File: src/rtl/intc_gen.sv
// intc_gen: parametrised interrupt controller. Resynchronises NUM_SRC lines, latches
// them per source as rising-edge or level, masks them and raises one registered IRQ.
module intc_gen #(
    parameter int          NUM_SRC    = 11,
    parameter int          SYNC_DEPTH = 2,
    parameter logic [31:0] RST_MASK   = 32'h0,
    parameter logic [31:0] RST_MODE   = 32'h0
) (
    input  logic               i_clk,
    input  logic               i_rst_sync,
    input  logic               i_en,
    input  logic [31:0]        i_wb_regs_adr,
    input  logic               i_wb_intc_cyc,
    input  logic               i_wb_intc_stb,
    input  logic               i_wb_regs_we,
    input  logic [3:0]         i_wb_regs_sel,
    input  logic [31:0]        i_wb_regs_dat_wr,
    output logic               o_wb_intc_ack,
    output logic               o_wb_intc_err,
    output logic               o_wb_intc_stall,
    output logic [31:0]        o_wb_intc_dat_rd,
    input  logic [NUM_SRC-1:0] i_int_source,
    output logic               o_mips_hw_int
);

    localparam logic [1:0] REG_ISTAT = 2'd0;
    localparam logic [1:0] REG_IMASK = 2'd1;
    localparam logic [1:0] REG_IMODE = 2'd2;
    localparam int         CHAIN_W   = SYNC_DEPTH * NUM_SRC;

    logic [CHAIN_W-1:0] r_sync_chain;
    logic [NUM_SRC-1:0] r_sync_d;
    logic [NUM_SRC-1:0] r_pending;
    logic [NUM_SRC-1:0] r_imask;
    logic [NUM_SRC-1:0] r_imode;
    logic               r_ack;
    logic               r_err;
    logic               r_stall;
    logic               r_irq;
    logic [31:0]        r_dat_rd;

    logic [NUM_SRC-1:0] w_sync_out;
    logic [NUM_SRC-1:0] w_set;
    logic [NUM_SRC-1:0] w_clr;
    logic [NUM_SRC-1:0] w_masked;
    logic [NUM_SRC-1:0] w_pending_next;
    logic [NUM_SRC-1:0] w_lane_n;
    logic [NUM_SRC-1:0] w_wdat_n;
    logic [NUM_SRC-1:0] w_imask_next;
    logic [NUM_SRC-1:0] w_imode_next;
    logic [31:0]        w_lane;
    logic [31:0]        w_stat32;
    logic [31:0]        w_mask32;
    logic [31:0]        w_mode32;
    logic [31:0]        w_ivec32;
    logic [31:0]        w_rd_word;
    logic [4:0]         w_low_idx;
    logic [1:0]         w_reg;
    logic               w_accept;
    logic               w_sel_ok;
    logic               w_valid;
    logic               w_do_read;
    logic               w_do_write;
    logic               w_unused;

    genvar gi;

    // Byte-lane expansion of SEL, used for write merging and read masking alike.
    generate
        for (gi = 0; gi < 4; gi++) begin : g_lane
            assign w_lane[gi*8 +: 8] = {8{i_wb_regs_sel[gi]}};
        end
    endgenerate

    // Registers are NUM_SRC wide; bits above NUM_SRC read as zero.
    generate
        for (gi = 0; gi < 32; gi++) begin : g_ext
            if (gi < NUM_SRC) begin : g_src
                assign w_stat32[gi] = w_masked[gi];
                assign w_mask32[gi] = r_imask[gi];
                assign w_mode32[gi] = r_imode[gi];
            end else begin : g_pad
                assign w_stat32[gi] = 1'b0;
                assign w_mask32[gi] = 1'b0;
                assign w_mode32[gi] = 1'b0;
            end
        end
    endgenerate

    assign w_reg      = i_wb_regs_adr[3:2];
    assign w_accept   = i_wb_intc_cyc & i_wb_intc_stb & ~r_stall & i_en;
    assign w_sel_ok   = ((i_wb_regs_sel == 4'b1111) && (i_wb_regs_adr[1:0] == 2'b00)) ||
                        (((i_wb_regs_sel == 4'b0011) || (i_wb_regs_sel == 4'b1100)) &&
                         !i_wb_regs_adr[0]);
    assign w_valid    = (i_wb_regs_adr[11:4] == 8'd0) && w_sel_ok;
    assign w_do_read  = w_accept & w_valid & ~i_wb_regs_we;
    assign w_do_write = w_accept & w_valid & i_wb_regs_we;

    assign w_lane_n = w_lane[NUM_SRC-1:0];
    assign w_wdat_n = i_wb_regs_dat_wr[NUM_SRC-1:0];

    assign w_sync_out = r_sync_chain[CHAIN_W-1 -: NUM_SRC];
    assign w_masked   = r_pending & r_imask;

    // Level sources set on every high cycle; edge sources only on a 0->1 of the
    // synchronised line, so a mode switch while high does not retrigger.
    assign w_set = w_sync_out & (r_imode | ~r_sync_d);
    assign w_clr = (w_do_write && (w_reg == REG_ISTAT)) ? (w_lane_n & ~w_wdat_n) : '0;

    assign w_pending_next = (r_pending & ~w_clr) | w_set;

    assign w_imask_next = (r_imask & ~w_lane_n) | (w_wdat_n & w_lane_n);
    assign w_imode_next = (r_imode & ~w_lane_n) | (w_wdat_n & w_lane_n);

    always_comb begin
        w_low_idx = '0;
        for (int i = NUM_SRC - 1; i >= 0; i--) begin
            if (w_masked[i]) begin
                w_low_idx = 5'(i);
            end
        end
    end

    assign w_ivec32 = {(|w_masked), 26'd0, w_low_idx};

    always_comb begin
        w_rd_word = '0;
        case (w_reg)
            REG_ISTAT: w_rd_word = w_stat32;
            REG_IMASK: w_rd_word = w_mask32;
            REG_IMODE: w_rd_word = w_mode32;
            default:   w_rd_word = w_ivec32;
        endcase
    end

    always_ff @(posedge i_clk) begin
        if (i_rst_sync) begin
            r_sync_chain <= '0;
        end else if (i_en) begin
            r_sync_chain <= {r_sync_chain[CHAIN_W-NUM_SRC-1:0], i_int_source};
        end
    end

    always_ff @(posedge i_clk) begin
        if (i_rst_sync) begin
            r_sync_d  <= '0;
            r_pending <= '0;
            r_imask   <= RST_MASK[NUM_SRC-1:0];
            r_imode   <= RST_MODE[NUM_SRC-1:0];
            r_ack     <= 1'b0;
            r_err     <= 1'b0;
            r_stall   <= 1'b0;
            r_irq     <= 1'b0;
            r_dat_rd  <= '0;
        end else if (i_en) begin
            r_sync_d  <= w_sync_out;
            r_pending <= w_pending_next;
            r_irq     <= |w_masked;
            r_ack     <= w_accept & w_valid;
            r_err     <= w_accept & ~w_valid;
            r_stall   <= w_accept;
            if (w_do_read) begin
                r_dat_rd <= w_rd_word & w_lane;
            end
            if (w_do_write && (w_reg == REG_IMASK)) begin
                r_imask <= w_imask_next;
            end
            if (w_do_write && (w_reg == REG_IMODE)) begin
                r_imode <= w_imode_next;
            end
        end
    end

    assign o_wb_intc_ack    = r_ack;
    assign o_wb_intc_err    = r_err;
    assign o_wb_intc_stall  = r_stall;
    assign o_wb_intc_dat_rd = r_dat_rd;
    assign o_mips_hw_int    = r_irq;

    // High-order address bits are decoded outside; upper write bits may exceed NUM_SRC.
    assign w_unused = ^{i_wb_regs_adr[31:12], i_wb_regs_dat_wr};

endmodule

File: config.mk
export PLATFORM = sky130hd
export DESIGN_NAME = intc_gen
export DESIGN_NICKNAME = d
export VERILOG_FILES = /design/src/rtl/intc_gen.sv
export SDC_FILE = /design/constraint.sdc
export NUM_CORES = 1
export LEC_CHECK = 0
export BUFFER_PORTS_ARGS = -buffer_cell sky130_fd_sc_hd__buf_2
export CAP_MARGIN = 25
export CORE_ASPECT_RATIO = 0.6
export CORE_MARGIN = 8
export CORE_UTILIZATION = 40
export DETAILED_ROUTE_END_ITERATION = 6
export PLACE_DENSITY = 0.62
export RECOVER_POWER = 25
export SYNTH_ARGS = -nofsm -noshare
export SYNTH_HDL_FRONTEND = slang
export SYNTH_SLANG_ARGS = --single-unit
File: constraint.sdc
create_clock -name i_clk -period 5.51 [get_ports i_clk]
set_input_delay 1.102 -clock i_clk [delete_from_list [all_inputs] [get_ports i_clk]]
set_output_delay 1.102 -clock i_clk [all_outputs]
set_load 0.01 [all_outputs]
==> Word-level counts from Yosys, hierarchy flattened <==
Cells that the tools add are included.
{ "word_totals": {"reg_bits": 102, "out_inout_bits": 36, "word_cells": 70} }
{ "classes": {"eq_ne": 5, "n_mux": 13, "bitwise": 26, "n_reduce_logical": 16} }
{ "ops": {"columns": ["cell", "count"], "rows": [
  ["32-bit one-hot mux with 3 select lines", 1],
  ["11-bit bitwise AND", 7],
  ["5-bit two-way mux", 10],
  ["11-bit inverter", 4],
  ["11-bit bitwise OR", 4],
  ["32-bit bitwise AND", 1],
  ["11-bit two-way mux", 1],
  ["11-bit OR reduction", 1],
  ["4-bit equality test, second input constant", 2],
  ["8-bit logical NOT", 1],
  ["1-bit bitwise AND", 7],
  ["1-bit logical AND", 6],
  ["2-bit AND reduction", 3],
  ["4-bit by 2-bit equality test with 1-bit output, second input constant", 1],
  ["2-bit logical NOT", 2],
  ["4-bit two-way mux", 1],
  ["1-bit inverter", 3],
  ["2-bit by 1-bit equality test with 1-bit output, second input constant", 1],
  ["2-bit equality test, second input constant", 1],
  ["1-bit logical OR", 2],
  ["1-bit logical NOT", 1]
]} }

==> Depth between registers and ports, before layout <==
{ "depth": {"ltp_word": 14, "ltp_mapped": 7} }

==> Worst setup path after synthesis <==
OpenSTA, ideal clock, no wires.
{ "synth_timing": {"kind": "input-to-reg", "start": "input port i_wb_regs_adr[4]", "end": "register with a tool-made name", "setup_time_ps": 128, "arrival_ps": 2362, "path_slack_ps": 3021, "stages": 6, "path_buffers": 1, "cell_sequence": "or3_4 > and4bb_2 > and3_4 > buf_6 > mux2i_1 > nor2_1"} }
{ "synth_lines": {"columns": ["element", "line", "rtl"], "rows": [
  ["start: declaration", "12", "input logic [31:0] i_wb_regs_adr,"]
]} }

==> results <==
- Setup repair after global routing left no endpoint under its margin.
- The highest fanout seen on the critical path is between 50 and 60.
- Wire segments on met3 add up to 632 um in the final route.
- The leading register cell type out of synthesis is sky130_fd_sc_hd__dfxtp_1.
- The part of the total power dissipated in sequential elements is 48.8%.
- In the routed design, unresolved DRC markers number 0.
- Per report_power, the combinational group accounts for ~7.5% of the total.
- The full die area is 13190 um^2.
- In this run the tightest slew margin relative to its limit is -57.55%.
- The fraction of registers with async set or reset after synthesis is 0%.
- The most instantiated library cell after synthesis is sky130_fd_sc_hd__dfxtp_1.
- The transition time at the pin with the least slew margin is 2.363 ns.
- The worst hold path class is reg2reg.
- Synthesis produced 441 cells.
- Dividing the detail-routed wire length by the instance count gives 16.19 um.
- In this run the power spent charging and discharging nets is around 0.0003 W.
- Cell internal power was estimated by the tool at 0.0009638 W.
- The worst setup path is launched from an input pin.
- The number of hold buffers added after CTS was 0.
- Wires add up to approximately 10 mm.
- The die width is 143.0 um.
- The count of cells in the finished layout, fillers not included, comes to 617.
- The number of antenna violations at the first check in global routing was 0.
- STA classifies the critical path endpoint as a flip-flop.
- The initialized floorplan defines 27 standard-cell rows.
- The count of pins over their slew limit was 53.
- Clock tree synthesis found a total of 82 sinks.
- The switching share of power is 23.22%.
- The slowest library cell on the worst path is sky130_fd_sc_hd__clkbuf_1.
- The top-area cell type share of the netlist area is a little over two fifths.
- The die outline height is between 90 and 100 um.
- Summed over all cells, the static leakage comes to ~1.7 nW.
- Summed over all failing endpoints, the final setup total negative slack is 0 ns.
- The flow ran to the end, but the final reports show violations.
- The first global-routing pass estimated between 15 and 20 mm of wire.
- The H-tree was split into 3 levels.
- After synthesis, the cell types taking the most area are sky130_fd_sc_hd__dfxtp_1 42%, sky130_fd_sc_hd__mux2i_1 8.8%, sky130_fd_sc_hd__a21oi_1 4.8%, sky130_fd_sc_hd__nor2_1 4.8%, sky130_fd_sc_hd__buf_4 4.3%.
- The number of hold violations in the final report is 0.
- The count of distinct cell types in the synthesized netlist is 57.
- The final reports fail on max-capacitance violations, max-slew violations.
- The area of the core is 9290 um^2.
- The kind of cell with the highest combined delay along the critical path is buffers and inverters.
- The number of synthesis warnings is 0.
- The wire-length estimate of the detail-placed layout is between 7 and 8 mm.
- The number of primary I/O pins is between 100 and 150.
- The number of detailed-route iterations in the first pass is 4.
- The max-cap check violation count is 1.
- The minimum clock period is 3.318 ns.
- The average via count per standard cell is 5.267.
- TritonCTS built the clock tree.
- Counting flops and latches in the post-synthesis netlist gives slightly above 80.
- Post-CTS timing repair inserted 0 buffers for setup.
- The detailed-routed wire length on met2 is 4.318 mm.
- Cells with a size suffix above 1 make up 16.63% of the layout.
- The number of nets in the layout is 569.
- The required time of the worst setup path is 5.74 ns.
- The netlist area before placement is 3871 um^2.
- For this run the aggregate overflow at the end of global routing stands at 0.
- The starting DRC count in detailed routing is 258.
- The period utilization is 60.21%.
- At the later pin of the worst-skew pair, clock insertion delay measures 0.34 ns.
- The quantity of gates resized following cts is 0.
- The signed area change from the synthesized netlist to the final layout is 13.28%.
- Walking the worst path, the cells encountered are clkbuf_1, buf_4, a21oi_1, o21a_1.
- The number of buffers added by the clock tree synthesis step is 9.
- The largest net degree at the start of global routing is 53.
- The arrival time of the worst setup path is 3.55 ns.
- Clock tree synthesis selected as its root buffer the cell sky130_fd_sc_hd__clkbuf_16.
- The number of placed instances, taps included, is 603.
- The mean cell area of the mapped netlist is 8.778 um^2.
- The largest clock skew in the final design is approximately 0.0058 ns.
- Dividing total power by cell area gives a power density of 286.2 nW/um^2.
- The clock edge transition at the registers on the reported setup and hold paths is 0.06 ns.
- The cell type with the highest aggregate area in the netlist is sky130_fd_sc_hd__dfxtp_1.
- The number of global-route vias before repair is ~3000.
- In this run the remaining antenna-violating nets after routing total 0.
- The achievable clock frequency is 301.4 MHz.
- The largest buffer count on any clock path is 2.
- The initial standard-cell utilization of the core is 41.67%.
- The largest stage delay on the critical path is around 1.7 ns.
- The synthesized design contains 0 enable-type register cells.
- The number of vias after detailed routing is 3250.
- The routed metal-1 wire length is roughly 5 mm.
- By count the netlist is led by 82 x sky130_fd_sc_hd__dfxtp_1, 49 x sky130_fd_sc_hd__nor2_1, 38 x sky130_fd_sc_hd__nand2_1.
- The final estimated routing congestion in global placement is around 0.84.
- The number of antenna diodes in the final layout is 0.
- The kind of critical path is in2reg.
- The number of buffers and inverters on the critical path is 2.
- After synthesis, flip-flops and latches occupy 42.40% of the total area.
- The overall global routing resource usage is between 10% and 20%.
- The topmost layer with routed signal wires is met4.
- IR analysis of the VDD net gives a maximum drop of 177.1 uV.
- The power share of the clock group is 43.7%.
- The setup violation total in the final timing report is 0.
- The number of buffers added on ports is 59.
[cell families (layout without fill, tap and decap cells)]
logic type | count (synthesis) | in the layout | synth area share, %
mux | 34 | 34 | 8.791
simple gates | 143 | 143 | 18.68
other cells | 1 | 20 | 0.09687
flops | 82 | 82 | 42.40
compound gates | 117 | 117 | 21.01
buf+inv | 63 | 90 | 8.791
xor+xnor | 1 | 1 | 0.2263
[power groups by stage]
stage	registers, W	clock network [W]	logic (W)
after floorplan	0.000623	0	0.0000752
after global placement	0.000625	0	0.0000917
after detailed placement	0.000625	0	0.0000937
after CTS	0.000612	0.000558	0.0000943
after global routing	0.000613	0.000582	0.000104
final	0.000612	0.000548	0.0000945
[per-stage QoR]
| step | cell area [um^2] | total power (W) | hold WS [ns] | utilization [%] | setup WS, ns |
|---|---|---|---|---|---|
| after floorplan | 3943 | 0.0006981 | 0.4455 | - | 3.021 |
| after global placement | 4131 | 0.0007165 | 0.4386 | 44.47 | 2.057 |
| after detailed placement | 4131 | 0.0007190 | 0.4456 | 44.47 | 1.996 |
| after CTS | 4402 | 0.001265 | 0.4560 | 47.38 | 2.339 |
| after global routing | 4385 | 0.001300 | 0.4736 | 47.21 | 1.882 |
| final | 4385 | 0.001255 | 0.4567 | 47.21 | 2.192 |
[cell type report]
class                   instances  area, um^2
fillers                       932        4905
multi-input cells             315        1961
flip-flops and latches         82        1642
repair buffers                 61       294.0
clock buffers                  12       256.5
well taps                     130       162.7
inverters                      15       56.30
clock inverters                 2       13.76
[tightest hold or removal path, stage by stage (launching register included)]
cell                      delay (ns)
sky130_fd_sc_hd__dfxtp_1        0.31
sky130_fd_sc_hd__nand2_1        0.05
sky130_fd_sc_hd__a21oi_1        0.05
[worst paths after layout]
path	endpoint	cells past startpoint	slack, ns	from
max	flip-flop	4	2.19	i_rst_sync
min	o_wb_intc_dat_rd[8]	2	0.46	o_wb_intc_dat_rd[8]
max reg2reg	o_wb_intc_dat_rd[3]	5	3.36	o_wb_intc_stall
min reg2reg	o_wb_intc_dat_rd[8]	2	0.46	o_wb_intc_dat_rd[8]
[placed cells by master (no fill, tap or decap), types with 8 or more instances in the layout]
cell type	Yosys	layout
sky130_fd_sc_hd__nor2_1	49	49
sky130_fd_sc_hd__o21ai_0	22	22
sky130_fd_sc_hd__clkbuf_16	0	9
sky130_fd_sc_hd__a211oi_2	8	8
sky130_fd_sc_hd__buf_2	5	46
sky130_fd_sc_hd__nand2_1	38	38
sky130_fd_sc_hd__nor2b_1	11	11
sky130_fd_sc_hd__nand3_1	11	11
sky130_fd_sc_hd__o211ai_1	14	14
sky130_fd_sc_hd__inv_1	14	14
sky130_fd_sc_hd__nand2b_1	12	12
sky130_fd_sc_hd__conb_1	1	20
sky130_fd_sc_hd__dfxtp_1	82	82
sky130_fd_sc_hd__a21oi_1	37	37
sky130_fd_sc_hd__mux2i_1	34	34
sky130_fd_sc_hd__clkbuf_1	18	14
[layer usage]
| metal | vias to the layer above | global-route usage [%] |
|---|---|---|
| met3 | 7 | 4.190 |
| met2 | 97 | 22.34 |
| met4 | 0 | 4.749 |
| met5 | - | 0 |
| met1 | 1548 | 20.95 |
| li1 | 1598 | - |
(Power assumes the default switching activity.)
